===== config.mk =====
export PLATFORM = sky130hd
export DESIGN_NAME = systolic_skew_feeder
export DESIGN_NICKNAME = d
export VERILOG_FILES = /design/src/rtl/systolic_skew_feeder.sv
export SDC_FILE = /design/constraint.sdc
export NUM_CORES = 1
export LEC_CHECK = 0
export BUFFER_PORTS_ARGS = -buffer_cell sky130_fd_sc_hd__buf_2
export CAP_MARGIN = 20
export CORE_ASPECT_RATIO = 1.4
export CORE_UTILIZATION = 47
export DETAILED_ROUTE_END_ITERATION = 10
export HOLD_SLACK_MARGIN = 0.05
export PLACE_DENSITY = 0.74
export SKIP_CTS_REPAIR_TIMING = 1
export SLEW_MARGIN = 25
export SYNTH_ARGS = -nofsm -noshare
export SYNTH_HDL_FRONTEND = slang
export SYNTH_SLANG_ARGS = --single-unit
export TNS_END_PERCENT = 5

===== constraint.sdc =====
create_clock -name clk -period 1.55 [get_ports clk]
set_input_delay 0.31 -clock clk [delete_from_list [all_inputs] [get_ports clk]]
set_output_delay 0.31 -clock clk [all_outputs]
set_load 0.01 [all_outputs]

===== src/rtl/systolic_skew_feeder.sv =====
// Skew feeder for the systolic PE array. Lane k of the west (A) and north (B) edges is delayed
// by k cycles, and each tile is ARRAY_SIZE accepted beats followed by an ARRAY_SIZE-1 cycle zero flush.
// Defining SKEW_PERF_CNT_EN adds the tile_cnt/bubble_cnt performance counters.
module systolic_skew_feeder #(
  parameter int ARRAY_SIZE = 4,
  parameter int DATA_W     = 8
) (
  input  logic                         clk,
  input  logic                         rst_n,
  input  logic                         in_valid,
  output logic                         in_ready,
  input  logic [ARRAY_SIZE*DATA_W-1:0] a_vec,
  input  logic [ARRAY_SIZE*DATA_W-1:0] b_vec,
  output logic [ARRAY_SIZE*DATA_W-1:0] west_a,
  output logic [ARRAY_SIZE*DATA_W-1:0] north_b,
  output logic                         tile_start,
  output logic                         tile_done,
`ifdef SKEW_PERF_CNT_EN
  output logic [31:0]                  tile_cnt,
  output logic [31:0]                  bubble_cnt,
`endif
  output logic                         busy
);

  localparam int CNT_W = $clog2(ARRAY_SIZE) + 1;
  localparam logic [CNT_W-1:0] LAST_BEAT  = CNT_W'(ARRAY_SIZE - 1);
  localparam logic [CNT_W-1:0] LAST_FLUSH = CNT_W'(ARRAY_SIZE - 2);

  typedef enum logic [1:0] {
    S_IDLE,
    S_STREAM,
    S_FLUSH
  } state_t;

  state_t                r_state;
  state_t                w_state_nxt;
  logic [CNT_W-1:0]      r_beat_cnt;
  logic [CNT_W-1:0]      r_flush_cnt;
  logic                  r_tile_start;
  logic                  r_tile_done;
  logic                  w_accept;
  logic                  w_enter_flush;
  logic                  w_flush_last;
  logic [ARRAY_SIZE-1:0] w_lane_nz;

  // Gating with rst_n keeps every output low while reset is held.
  assign in_ready = rst_n & (r_state != S_FLUSH);
  assign w_accept = in_valid & in_ready;

  // NOTE: defaults come first so no path leaves a signal unassigned and infers a latch.
  always_comb begin
    w_state_nxt   = r_state;
    w_enter_flush = 1'b0;
    w_flush_last  = 1'b0;
    case (r_state)
      S_IDLE: begin
        if (w_accept) w_state_nxt = S_STREAM;
      end
      S_STREAM: begin
        if (w_accept && (r_beat_cnt == LAST_BEAT)) begin
          w_state_nxt   = S_FLUSH;
          w_enter_flush = 1'b1;
        end
      end
      S_FLUSH: begin
        if (r_flush_cnt == LAST_FLUSH) begin
          w_state_nxt  = S_IDLE;
          w_flush_last = 1'b1;
        end
      end
      default: w_state_nxt = S_IDLE;
    endcase
  end

  // NOTE: registers use <= so each one samples pre-edge values regardless of block order.
  always_ff @(posedge clk or negedge rst_n) begin
    if (!rst_n) begin
      r_state <= S_IDLE;
    end else begin
      r_state <= w_state_nxt;
    end
  end

  always_ff @(posedge clk or negedge rst_n) begin
    if (!rst_n) begin
      r_beat_cnt   <= '0;
      r_flush_cnt  <= '0;
      r_tile_start <= 1'b0;
      r_tile_done  <= 1'b0;
    end else begin
      if (w_enter_flush) begin
        r_beat_cnt <= '0;
      end else if (w_accept) begin
        r_beat_cnt <= r_beat_cnt + CNT_W'(1);
      end
      if (r_state == S_FLUSH) begin
        r_flush_cnt <= w_flush_last ? '0 : r_flush_cnt + CNT_W'(1);
      end
      r_tile_start <= (r_state == S_IDLE) & w_accept;
      r_tile_done  <= w_flush_last;
    end
  end

  assign tile_start = r_tile_start;
  assign tile_done  = r_tile_done;

  // Lane k is a (k+1)-deep chain; element 0 is the input register, element k drives the edge.
  for (genvar k = 0; k < ARRAY_SIZE; k++) begin : g_lane
    localparam int SR_W = (k + 1) * DATA_W;
    logic [k:0][DATA_W-1:0] r_a_sr;
    logic [k:0][DATA_W-1:0] r_b_sr;
    logic [DATA_W-1:0]      w_a_in;
    logic [DATA_W-1:0]      w_b_in;

    assign w_a_in = w_accept ? a_vec[k*DATA_W +: DATA_W] : '0;
    assign w_b_in = w_accept ? b_vec[k*DATA_W +: DATA_W] : '0;

    // NOTE: these delay lines are flops, not RAM, and must read as zeros straight out of reset.
    always_ff @(posedge clk or negedge rst_n) begin
      if (!rst_n) begin
        r_a_sr <= '0;
        r_b_sr <= '0;
      end else begin
        r_a_sr <= SR_W'({r_a_sr, w_a_in});
        r_b_sr <= SR_W'({r_b_sr, w_b_in});
      end
    end

    assign west_a[k*DATA_W +: DATA_W]  = r_a_sr[k];
    assign north_b[k*DATA_W +: DATA_W] = r_b_sr[k];
    assign w_lane_nz[k]                = (|r_a_sr) | (|r_b_sr);
  end

  assign busy = (r_state != S_IDLE) | (|w_lane_nz);

`ifdef SKEW_PERF_CNT_EN
  logic [31:0] r_tile_cnt;
  logic [31:0] r_bubble_cnt;

  always_ff @(posedge clk or negedge rst_n) begin
    if (!rst_n) begin
      r_tile_cnt   <= '0;
      r_bubble_cnt <= '0;
    end else begin
      if (w_flush_last) r_tile_cnt <= r_tile_cnt + 32'd1;
      if ((r_state == S_STREAM) && !in_valid) r_bubble_cnt <= r_bubble_cnt + 32'd1;
    end
  end

  assign tile_cnt   = r_tile_cnt;
  assign bubble_cnt = r_bubble_cnt;
`endif

endmodule


Word level (Yosys, flattened, before mapping)
Index checks and enable logic that the tools add are counted.
W data, S select, Z words.
- register bits: 170
- input bits: 67
- output and inout bits: 68
- word-level logic and storage cells: 76
- $add $sub $neg: 2
- equal/unequal tests: 8
- mux-type cells: 19
- bitwise logic cells: 8
- reductions and logical operators: 14
- operator list (operator ; count):
    $mux W8 ; 8
    $reduce_or A32 Y1 ; 2
    $reduce_or A24 Y1 ; 2
    $reduce_or A16 Y1 ; 2
    $reduce_or A8 Y1 ; 2
    $mux W3 ; 3
    $ne A2 B2 Y1 const B ; 4
    $add A3 B1 Y3 const B ; 2
    $eq A3 B2 Y1 const B ; 2
    $mux W2 ; 3
    $pmux W2 S3 ; 1
    $or A1 B1 Y1 ; 5
    $mux W1 ; 4
    $reduce_bool A2 Y1 ; 2
    $reduce_or A4 Y1 ; 1
    $and A1 B1 Y1 ; 3
    $reduce_and A3 Y1 ; 1
    $eq A2 B1 Y1 const B ; 1
    $eq A2 B2 Y1 const B ; 1
    $logic_not A2 Y1 ; 1
    $logic_and A1 B1 Y1 ; 1

Depth between registers and ports, before layout
Gate-level depths: netlist of run 1.
- word-level depth: 7
- mapped depth: 5

Least setup slack after synthesis of run 1
No wires, ideal clock.
- kind: register -> output
- start point: reg r_state[1]
- end point: out busy
- data arrival time: 1261 ps
- setup slack: -21 ps
- stages on the path, launching flop included: 4
- buffers on the path: 0
- path through: dfrtp_1 > or4_1 > nor4_1 > nand4_1
- cells in the longest elaborated chain, start to end: 2
- ends and longest elaborated chain (item ; line ; source):
    start, declared ; 35 ; state_t r_state;
    start signal, assigned ; 80 ; r_state <= w_state_nxt;
    $reduce_bool A2 Y1 ; 134 ; assign busy = (r_state != S_IDLE) | (|w_lane_nz);
    $or A1 B1 Y1 ; 134 ;
    end, declared ; 22 ; output logic busy
No other way between the ends.

Worst setup path in the final report of run 1
- start point: reg g_lane[2].r_b_sr[6] in the netlist's numbering
- end point: out busy
- cells in the longest elaborated chain, start to end: 4
- ends and longest elaborated chain (item ; line ; source):
    start, declared ; 111 ; logic [k:0][DATA_W-1:0] r_b_sr;
    start signal, assigned ; 125 ; r_b_sr <= SR_W'({r_b_sr, w_b_in});
    $reduce_or A24 Y1 ; 131 ; assign w_lane_nz[k] = (|r_a_sr) | (|r_b_sr);
    $or A1 B1 Y1 ; 131 ;
    $reduce_or A4 Y1 ; 134 ;
    $or A1 B1 Y1 ; 134 ;
No other way between the ends.

==> flow_metrics.tcl, run 1 <==
set metrics [dict create \
    final_common_cell "dfrtp_1" \
    cts_tree "yes" \
    die_w_um 94.7 \
    layout_common_cells "170 x dfrtp_1, 132 x buf_2, 76 x buf_4, 64 x and2_1, 28 x nor4_1" \
    fin_skew_ns 0.00675 \
    vdd_ir_drop_max_mv 0.745 \
    drtIter0Drc 172 \
    drv_slew 0 \
    clockRootBuffer "clkbuf_16" \
    min_period_ns 2.28 \
    fmax_mhz 439 \
    min_path_type "input port to asynchronous set/reset pin" \
    grt_pass1_wl_mm 18.4 \
    drc 0 \
    antenna_found_initial 0 \
    grt_pass1_vias 3720 \
    cts_buffer_depth 2 \
    ys_seq_area_share_pct 75.3 \
    syn_avg_cell_area_um2 14.9 \
    hold-worst-slack_ns 0.0454 \
    grt_usage_pct 20.4 \
    synth-edff-count 0 \
    syn_inst 379 \
    die_h_um 132 \
    numCtsBuffers 17 \
    cts.sinks 170 \
    clock_latency_ns 0.41 \
    maxCapViolations 0 \
    synth-async-reset-ratio_pct 100 \
    antenna_cells 0 \
    ios 135 \
    violations "negative setup slack" \
    synthesis.nets 450 \
    critPathArrivalTime_ns 1.97 \
    dieArea_um2 12500 \
    syn_to_final_growth_pct 31.6 \
    portBuffers 134 \
    dr.pass1.iters 4 \
    cp.required_ns 1.24 \
    path_clk_slew_ns 0.06 \
    p_per_area_nw_per_um2 1340 \
    synth_ff_type "dfrtp_1" \
    grt-ovfl-total 0 \
    yosysWarnings 0 \
    rows 47 \
    gp_congestion 0.811 \
    fin_cells 718 \
    period_share_pct 147 \
    layout_setup_ws_ns -0.727 \
    vias 3508 \
    grt_max_degree 132 \
    via_per_inst 4.89 \
    nets 629 \
    max_slew_margin_pct 57.4 \
    crit_top_cell "nand4_1" \
    worst_pin_slew_ns 0.639 \
    path_class "register to output port" \
    syn_area_um2 5650 \
    antenna_left 0 \
    routedWlPerCell_um 17.2 \
    drive_gt1_share_pct 45.7 \
    synth_seq_cells 170 \
    p_leak_nw 3.99 \
    end_kind "output port" \
    core_area_um2 11800 \
    max_stage_delay_ns 0.39 \
    dp.cells 680 \
    outcome "complete, but fails checks" \
    setup-violations-final 2 \
    synth.distinct_cells 25 \
    post-dp-hpwl_mm 8.48 \
    crit_slowest_cell "dfrtp_1" \
    startpoint_type "register" \
    rsz0062_at_grt "true" \
    htreeDepth 4 \
    wl_mm 12.3 \
    dpl_worst_slack_ns -0.408 \
    path_cells "nor4_1, nand4_1, nor4_2, nand4_1, buf_2" \
    start_util_pct 48.1 \
    crit_fanout 2 \
    hold_violations 0 \
]
[cell families (layout without fill, tap and decap cells)]
logic type      after synthesis  count (layout)  share of synthesized area (%)
flops                       170             170                           75.3
buf+inv                      57             248                           7.68
compound gates                6               6                          0.620
simple gates                141             142                           15.3
fa+ha+maj                     4               4                          0.886
mux                           1               1                          0.199
[layout make-up]
class | count | area, um2
clock buffers | 23 | 478
clock inverters | 9 | 135
fillers | 916 | 4330
inverters | 2 | 7.51
multi-input cells | 153 | 1070
flip-flops and latches | 170 | 4250
well taps | 147 | 184
repair buffers | 214 | 1310
[metrics by stage]
stage | cell area, um2 | setup TNS, ns | total power [mW] | utilization (%)
2_1_floorplan | 5650 | -0.0210 | 5.20 | -
3_3_place_gp | 6660 | -0.413 | 5.59 | 56.6
3_5_place_dp | 6660 | -0.408 | 5.65 | 56.6
4_1_cts | 7270 | -1.01 | 9.93 | 61.9
5_1_grt | 7440 | -1.03 | 10.3 | 63.2
6_report | 7440 | -0.839 | 9.93 | 63.2
[flip-flops by register name, summed over array words and instances, names as in the netlist]
signal	count
west_a	24
r_beat_cnt	3
g_lane.r_a_sr	56
north_b	24
r_state	2
g_lane.r_b_sr	56
tile_done	1
r_flush_cnt	3
tile_start	1
[cell usage after synthesis (2+ instances only)]
cell	count	share of area, %
dfrtp_1	170	75
buf_4	48	6.4
nor4_1	41	4.5
nand3_1	3	0.27
nand4_1	11	1.2
nand2_1	7	0.46
inv_1	2	0.13
o21ai_0	4	0.35
nor3_1	3	0.27
ha_1	4	0.89
nor2_1	4	0.27
buf_6	5	1.0
and2_1	65	7.2
[critical path, delay by kind of cell, from the launching register on]
kind,cells,cell delay (ns)
AND/OR/NAND/NOR,4,0.99
buffers and inverters,1,0.17
flip-flops,1,0.39
[layer usage]
layer	up-vias	GRT usage, %	routed length [um]
met5	-	0	0
met4	0	8.84	275
met3	21	4.44	512
met2	114	35.0	6640
met1	1780	24.4	4890
li1	1593	-	-
[power breakdown]
group,leakage [nW],switching [mW],internal (mW),total [mW]
Sequential,2.28,0.158,4.65,4.81
Clock,0.290,1.62,2.67,4.30
Combinational,1.41,0.401,0.423,0.823
Total,3.99,2.18,7.75,9.93
[final timing paths]
| kind | from | endpoint | slack [ns] | cells past startpoint |
|---|---|---|---|---|
| worst min-delay path | rst_n | north_b[10] | 0.05 | 2 |
| worst max-delay path | g_lane[2].r_b_sr[6] | busy | -0.73 | 5 |
| worst min register to register | g_lane[3].r_a_sr[0] | g_lane[3].r_a_sr[8] | 0.37 | 0 |
| min in group clk | b_vec[10] | g_lane[1].r_b_sr[2] | 0.09 | 2 |
| max in group asynchronous | rst_n | g_lane[0].r_a_sr[6] | 0.74 | 3 |
| worst max register to register | r_state[1] | r_state[0] | 0.16 | 5 |
Power figures use the tool's default switching activity.
==> run 2: changes to the inputs <==
--- a/config.mk
+++ b/config.mk
@@ -8,10 +8,11 @@
 export BUFFER_PORTS_ARGS = -buffer_cell sky130_fd_sc_hd__buf_2
 export CAP_MARGIN = 20
 export CORE_ASPECT_RATIO = 1.4
-export CORE_UTILIZATION = 47
+export CORE_UTILIZATION = 50
+export CTS_BUF_LIST = sky130_fd_sc_hd__clkbuf_4
 export DETAILED_ROUTE_END_ITERATION = 10
 export HOLD_SLACK_MARGIN = 0.05
-export PLACE_DENSITY = 0.74
+export PLACE_DENSITY = 0.78
 export SKIP_CTS_REPAIR_TIMING = 1
 export SLEW_MARGIN = 25
 export SYNTH_ARGS = -nofsm -noshare
==> flow_metrics.tcl, run 2 (same netlist as run 1, synthesis figures left out) <==
set metrics [dict create \
    antenna_cells 0 \
    vdd_ir_drop_max_mv 0.752 \
    grt_pass1_wl_mm 18.1 \
    syn_to_final_growth_pct 36.8 \
    maxCapViolations 0 \
    max_slew_margin_pct 66.7 \
    rsz0062_at_grt "true" \
    hold-worst-slack_ns 0.164 \
    rrSetupSlack_ns 0.14 \
    crit_path_start "g_lane[0].r_a_sr[0]" \
    die_h_um 128 \
    gp_congestion 0.799 \
    dp.cells 661 \
    drtIter0Drc 199 \
    layout_common_cells "170 x dfrtp_1, 129 x buf_2, 65 x and2_1, 65 x dlygate4sd3_1, 56 x buf_4" \
    fin_skew_ns 0.0128 \
    core_area_um2 10900 \
    clock_latency_ns 0.53 \
    routedWlPerCell_um 17.2 \
    end_kind "output port" \
    die_w_um 91.9 \
    critPathArrivalTime_ns 2.18 \
    p_per_area_nw_per_um2 1110 \
    violations "negative setup slack" \
    fillers 755 \
    fin_cells 759 \
    portBuffers 134 \
    period_share_pct 161 \
    endpoint "busy" \
    antenna_found_initial 0 \
    cts.sinks 170 \
    cts_buffer_depth 2 \
    p_leak_nw 4.07 \
    final_common_cell "dfrtp_1" \
    clockRootBuffer "clkbuf_4" \
    antenna_left 0 \
    largest_registers "g_lane.r_a_sr (56), g_lane.r_b_sr (56)" \
    rr_worst_depth 4 \
    path_class "register to output port" \
    htreeDepth 4 \
    path_clk_slew_ns 0.13 \
    worstReg2RegEnd "g_lane[2].r_b_sr[6]" \
    drive_gt1_share_pct 40.1 \
    wl_mm 13.1 \
    cp.required_ns 1.24 \
    grt-ovfl-total 0 \
    min_path_type "input port to register" \
    nets 677 \
    rr_startpoint "r_state[0]" \
    startpoint_type "register" \
    outcome "complete, but fails checks" \
    crit_fanout 2 \
    worst_pin_slew_ns 0.499 \
    fmax_mhz 402 \
    ios 135 \
    drc 0 \
    grt_pass1_vias 3608 \
    drv_slew 0 \
    via_per_inst 4.85 \
    rows 45 \
    vias 3683 \
    layout_setup_ws_ns -0.941 \
    grt_usage_pct 21.2 \
    numCtsBuffers 17 \
    dieArea_um2 11700 \
    min_period_ns 2.49 \
    cts_tree "yes" \
    dr.pass1.iters 4 \
    grt_max_degree 99 \
    setup-violations-final 2 \
    hold_violations 0 \
    start_util_pct 51.7 \
    post-dp-hpwl_mm 8.56 \
]
-- run 2: changes by cell type in the layout (fill, tap and decap cells not counted), moves of 7 or more --
| cell | delta |
|---|---|
| buf_4 | -20 |
| clkbuf_4 | +18 |
| buf_6 | +7 |
| dlygate4sd3_1 | +63 |
| clkbuf_16 | -17 |
-- run 2: how the worst min path moves through the flow --
stage                         from                  end  slack, ns  depth (start not counted)
after detailed placement     rst_n            tile_done       0.11                          1
after floorplan              rst_n  g_lane[0].r_a_sr[0]       0.01                          0
after global routing         rst_n            tile_done       0.12                          2
after global placement       rst_n            tile_done       0.11                          1
after CTS                    rst_n            tile_done      -0.50                          1
final                     in_valid           r_state[0]       0.16                          4
-- run 2: per-layer routing --
layer	part of all wire, %	global-route usage, %
met5	0	0
met4	2.7	8.00
met3	4.2	5.58
met2	56	37.7
met1	37	24.3
-- run 2: final cells by class --
cell class / instances / area, um2 / share of cell area (%)
clock buffers: 18 / 135 / 1.75
clock inverters: 13 / 200 / 2.59
inverters: 2 / 7.51 / 0.0971
multi-input cells: 153 / 1090 / 14.1
flip-flops and latches: 170 / 4250 / 55.0
well taps: 141 / 176 / 2.28
repair buffers: 262 / 1870 / 24.2
-- run 2: worst max-delay path: stages (launching register included) --
cell and delay (ns):
dfrtp_1 0.42, nor4_1 0.41, nand4_1 0.17, nor4_2 0.29, nand4_1 0.19, buf_2 0.18
-- run 2: power by group --
part	leakage (nW)	internal (mW)	switching, mW
clock network	0.173	1.44	1.38
logic	1.61	0.510	0.424
registers	2.28	4.65	0.155
-- run 2: through the flow --
step	setup TNS [ns]	cell area [um2]	worst slack (ns)	power (mW)	utilization, %
final	-1.24	7730	-0.941	8.56	70.8
after global routing	-2.94	7730	-1.08	8.95	70.8
after CTS	-1.75	6900	-1.17	8.45	63.2
after detailed placement	-0.504	6570	-0.504	5.64	60.1
after global placement	-0.478	6570	-0.478	5.58	60.1
after floorplan	-0.0210	5650	-0.0210	5.20	-
==> run 3: changes to the inputs <==
--- a/config.mk
+++ b/config.mk
@@ -5,9 +5,10 @@
 export SDC_FILE = /design/constraint.sdc
 export NUM_CORES = 1
 export LEC_CHECK = 0
+export ABC_AREA = 1
 export BUFFER_PORTS_ARGS = -buffer_cell sky130_fd_sc_hd__buf_2
 export CAP_MARGIN = 20
-export CORE_ASPECT_RATIO = 1.4
+export CORE_ASPECT_RATIO = 1.25
 export CORE_UTILIZATION = 50
 export CTS_BUF_LIST = sky130_fd_sc_hd__clkbuf_4
 export DETAILED_ROUTE_END_ITERATION = 10
==> flow_metrics.tcl, run 3 <==
set metrics [dict create \
    outcome "complete, but fails checks" \
    violations "negative setup slack" \
    drtIter0Drc 113 \
    synth-async-reset-ratio_pct 100 \
    place_area_um2 6440 \
    grtUsageMet2_pct 31.8 \
    syn_inst 534 \
    synth-edff-count 0 \
    largest_registers "g_lane.r_a_sr (56), g_lane.r_b_sr (56)" \
    max_slew_margin_pct 42.8 \
    synth.distinct_cells 21 \
    numCtsBuffers 17 \
    die_w_um 99.4 \
    grt_usage_pct 18.4 \
    portBuffers 134 \
    power_switching_mw 2.09 \
    grt_pass1_wl_mm 16.7 \
    via_per_inst 4.51 \
    path_class "register to output port" \
    rows 44 \
    drv_slew 0 \
    fin_skew_ns 0.0160 \
    drive_gt1_share_pct 24.7 \
    grt-ovfl-total 0 \
    rrSetupSlack_ns 0.21 \
    vias 3855 \
    use_met1_pct 21.2 \
    use_met3_pct 5.84 \
    synth_seq_cells 170 \
    worst_pin_slew_ns 0.858 \
    hold_depth 3 \
    synthTopCellsByArea "dfrtp_1 72%, nor2_1 11%, buf_4 6.1%, inv_1 4.7%, nand2_1 2.5%" \
    hold-worst-slack_ns 0.174 \
    sequentialPowerShare_pct 58.7 \
    min_period_ns 2.15 \
    critPathArrivalTime_ns 1.84 \
    wl_mm 11.6 \
    min_path_type "input port to register" \
    p_comb_share_pct 11.7 \
    post-route-util_pct 64.0 \
    crit_fanout 2 \
    synth_most_common_cell "dfrtp_1" \
    p_clk_share_pct 29.6 \
    dr.pass1.iters 4 \
    startpoint_type "register" \
    ys_seq_area_share_pct 71.7 \
    syn_avg_cell_area_um2 11.1 \
    clockRootBuffer "clkbuf_4" \
    finalPower_mw 8.26 \
    maxCapViolations 0 \
    routedWlPerCell_um 13.6 \
    syn_to_final_growth_pct 24.7 \
    hold_path_end "g_lane[0].r_b_sr[2]" \
    grt_pass1_vias 3657 \
    stdcell_area_um2 7400 \
    gp_congestion 0.802 \
    antenna_left 0 \
    cts_tree "yes" \
    globalRoute.busiestLayer "met2" \
    nets 774 \
    setup-violations-final 2 \
    ys_top_cells_by_count "170 x dfrtp_1, 167 x nor2_1, 74 x inv_1" \
    synth_top_area_share_pct 71.7 \
    layout_common_cells "170 x dfrtp_1, 164 x nor2_1, 132 x buf_2, 74 x inv_1, 65 x dlygate4sd3_1" \
    cp.required_ns 1.24 \
    start_util_pct 51.3 \
    power_switching_share_pct 25.3 \
    ios 135 \
    syn_area_um2 5930 \
    worstReg2RegEnd "r_beat_cnt[0]" \
    end_kind "output port" \
    antenna_found_initial 1 \
    yosysWarnings 0 \
    rsz0062_at_grt "true" \
    cts_buffer_depth 2 \
    clock_latency_ns 0.51 \
    grt_max_degree 171 \
    rr_worst_depth 8 \
    hold_violations 0 \
    htreeDepth 4 \
    layout_setup_ws_ns -0.603 \
    synth_area_leader_cell "dfrtp_1" \
    dieArea_um2 12300 \
    fin_cells 855 \
    fillers 855 \
    vdd_ir_drop_max_mv 0.552 \
    synthesis.nets 605 \
    final_common_cell "dfrtp_1" \
    rr_startpoint "r_state[1]" \
    drc 0 \
    die_h_um 124 \
    dpl_worst_slack_ns -0.209 \
    fin_tns_setup_ns -0.739 \
    p_per_area_nw_per_um2 1120 \
    path_clk_slew_ns 0.13 \
    synth_ff_type "dfrtp_1" \
    fmax_mhz 465 \
    p_leak_nw 4.21 \
    dp.cells 757 \
    cts.sinks 170 \
    hp-start "in_valid" \
    core_area_um2 11600 \
    post-dp-hpwl_mm 7.43 \
    period_share_pct 139 \
    p_int_mw 6.17 \
]
-- run 3: kinds of logic after synthesis --
group	Yosys count	synth area share [%]
adders and majority gates	4	0.844
buffers and inverters	129	11.7
DFF	170	71.7
and+or+nand+nor	224	15.1
xor gates and xnor gates	1	0.148
AOI/OAI and AO/OA	6	0.527
-- run 3: worst max-delay path by stage --
stage	from	slack (ns)	to
after floorplan	g_lane[3].r_b_sr[19]	0.30	busy
after global placement	west_a[17]	-0.21	busy
after detailed placement	west_a[17]	-0.21	busy
after CTS	west_a[17]	-0.84	busy
after global routing	west_a[17]	-0.79	busy
final	north_b[13]	-0.60	busy
-- run 3: metal layers --
metal | routed length [um] | part of all wire [%]
met5 | 0 | 0
met3 | 466 | 4.0
met1 | 4510 | 39
met4 | 235 | 2.0
met2 | 6420 | 55
-- run 3: power by group through the flow --
stage / clock [mW] / sequential, mW / combinational (mW)
floorplan: 0 / 4.91 / 0.493
global placement: 0 / 4.91 / 0.783
detailed placement: 0 / 4.93 / 0.823
CTS: 2.53 / 4.85 / 0.828
global route: 2.73 / 4.88 / 1.10
finish: 2.45 / 4.85 / 0.964
-- run 3: critical path, cell delays in order (launching register included) --
cell     delay [ns]
dfrtp_1        0.40
nor2_1         0.15
nand2_1        0.07
nor2_1         0.09
nand2_1        0.10
nor2_4         0.12
nand2_1        0.06
nor2_1         0.10
nand2_1        0.08
buf_2          0.14
-- run 3: final cells by class --
type / count / area, um2 / share of cell area [%]
Timing Repair Buffer: 205 / 1410 / 19.0
Antenna cell: 1 / 2.50 / 0.0338
Inverter: 74 / 278 / 3.75
Sequential cell: 170 / 4250 / 57.5
Clock inverter: 11 / 121 / 1.64
Multi-Input combinational cell: 235 / 1000 / 13.6
Clock buffer: 21 / 158 / 2.13
Tap cell: 138 / 173 / 2.33
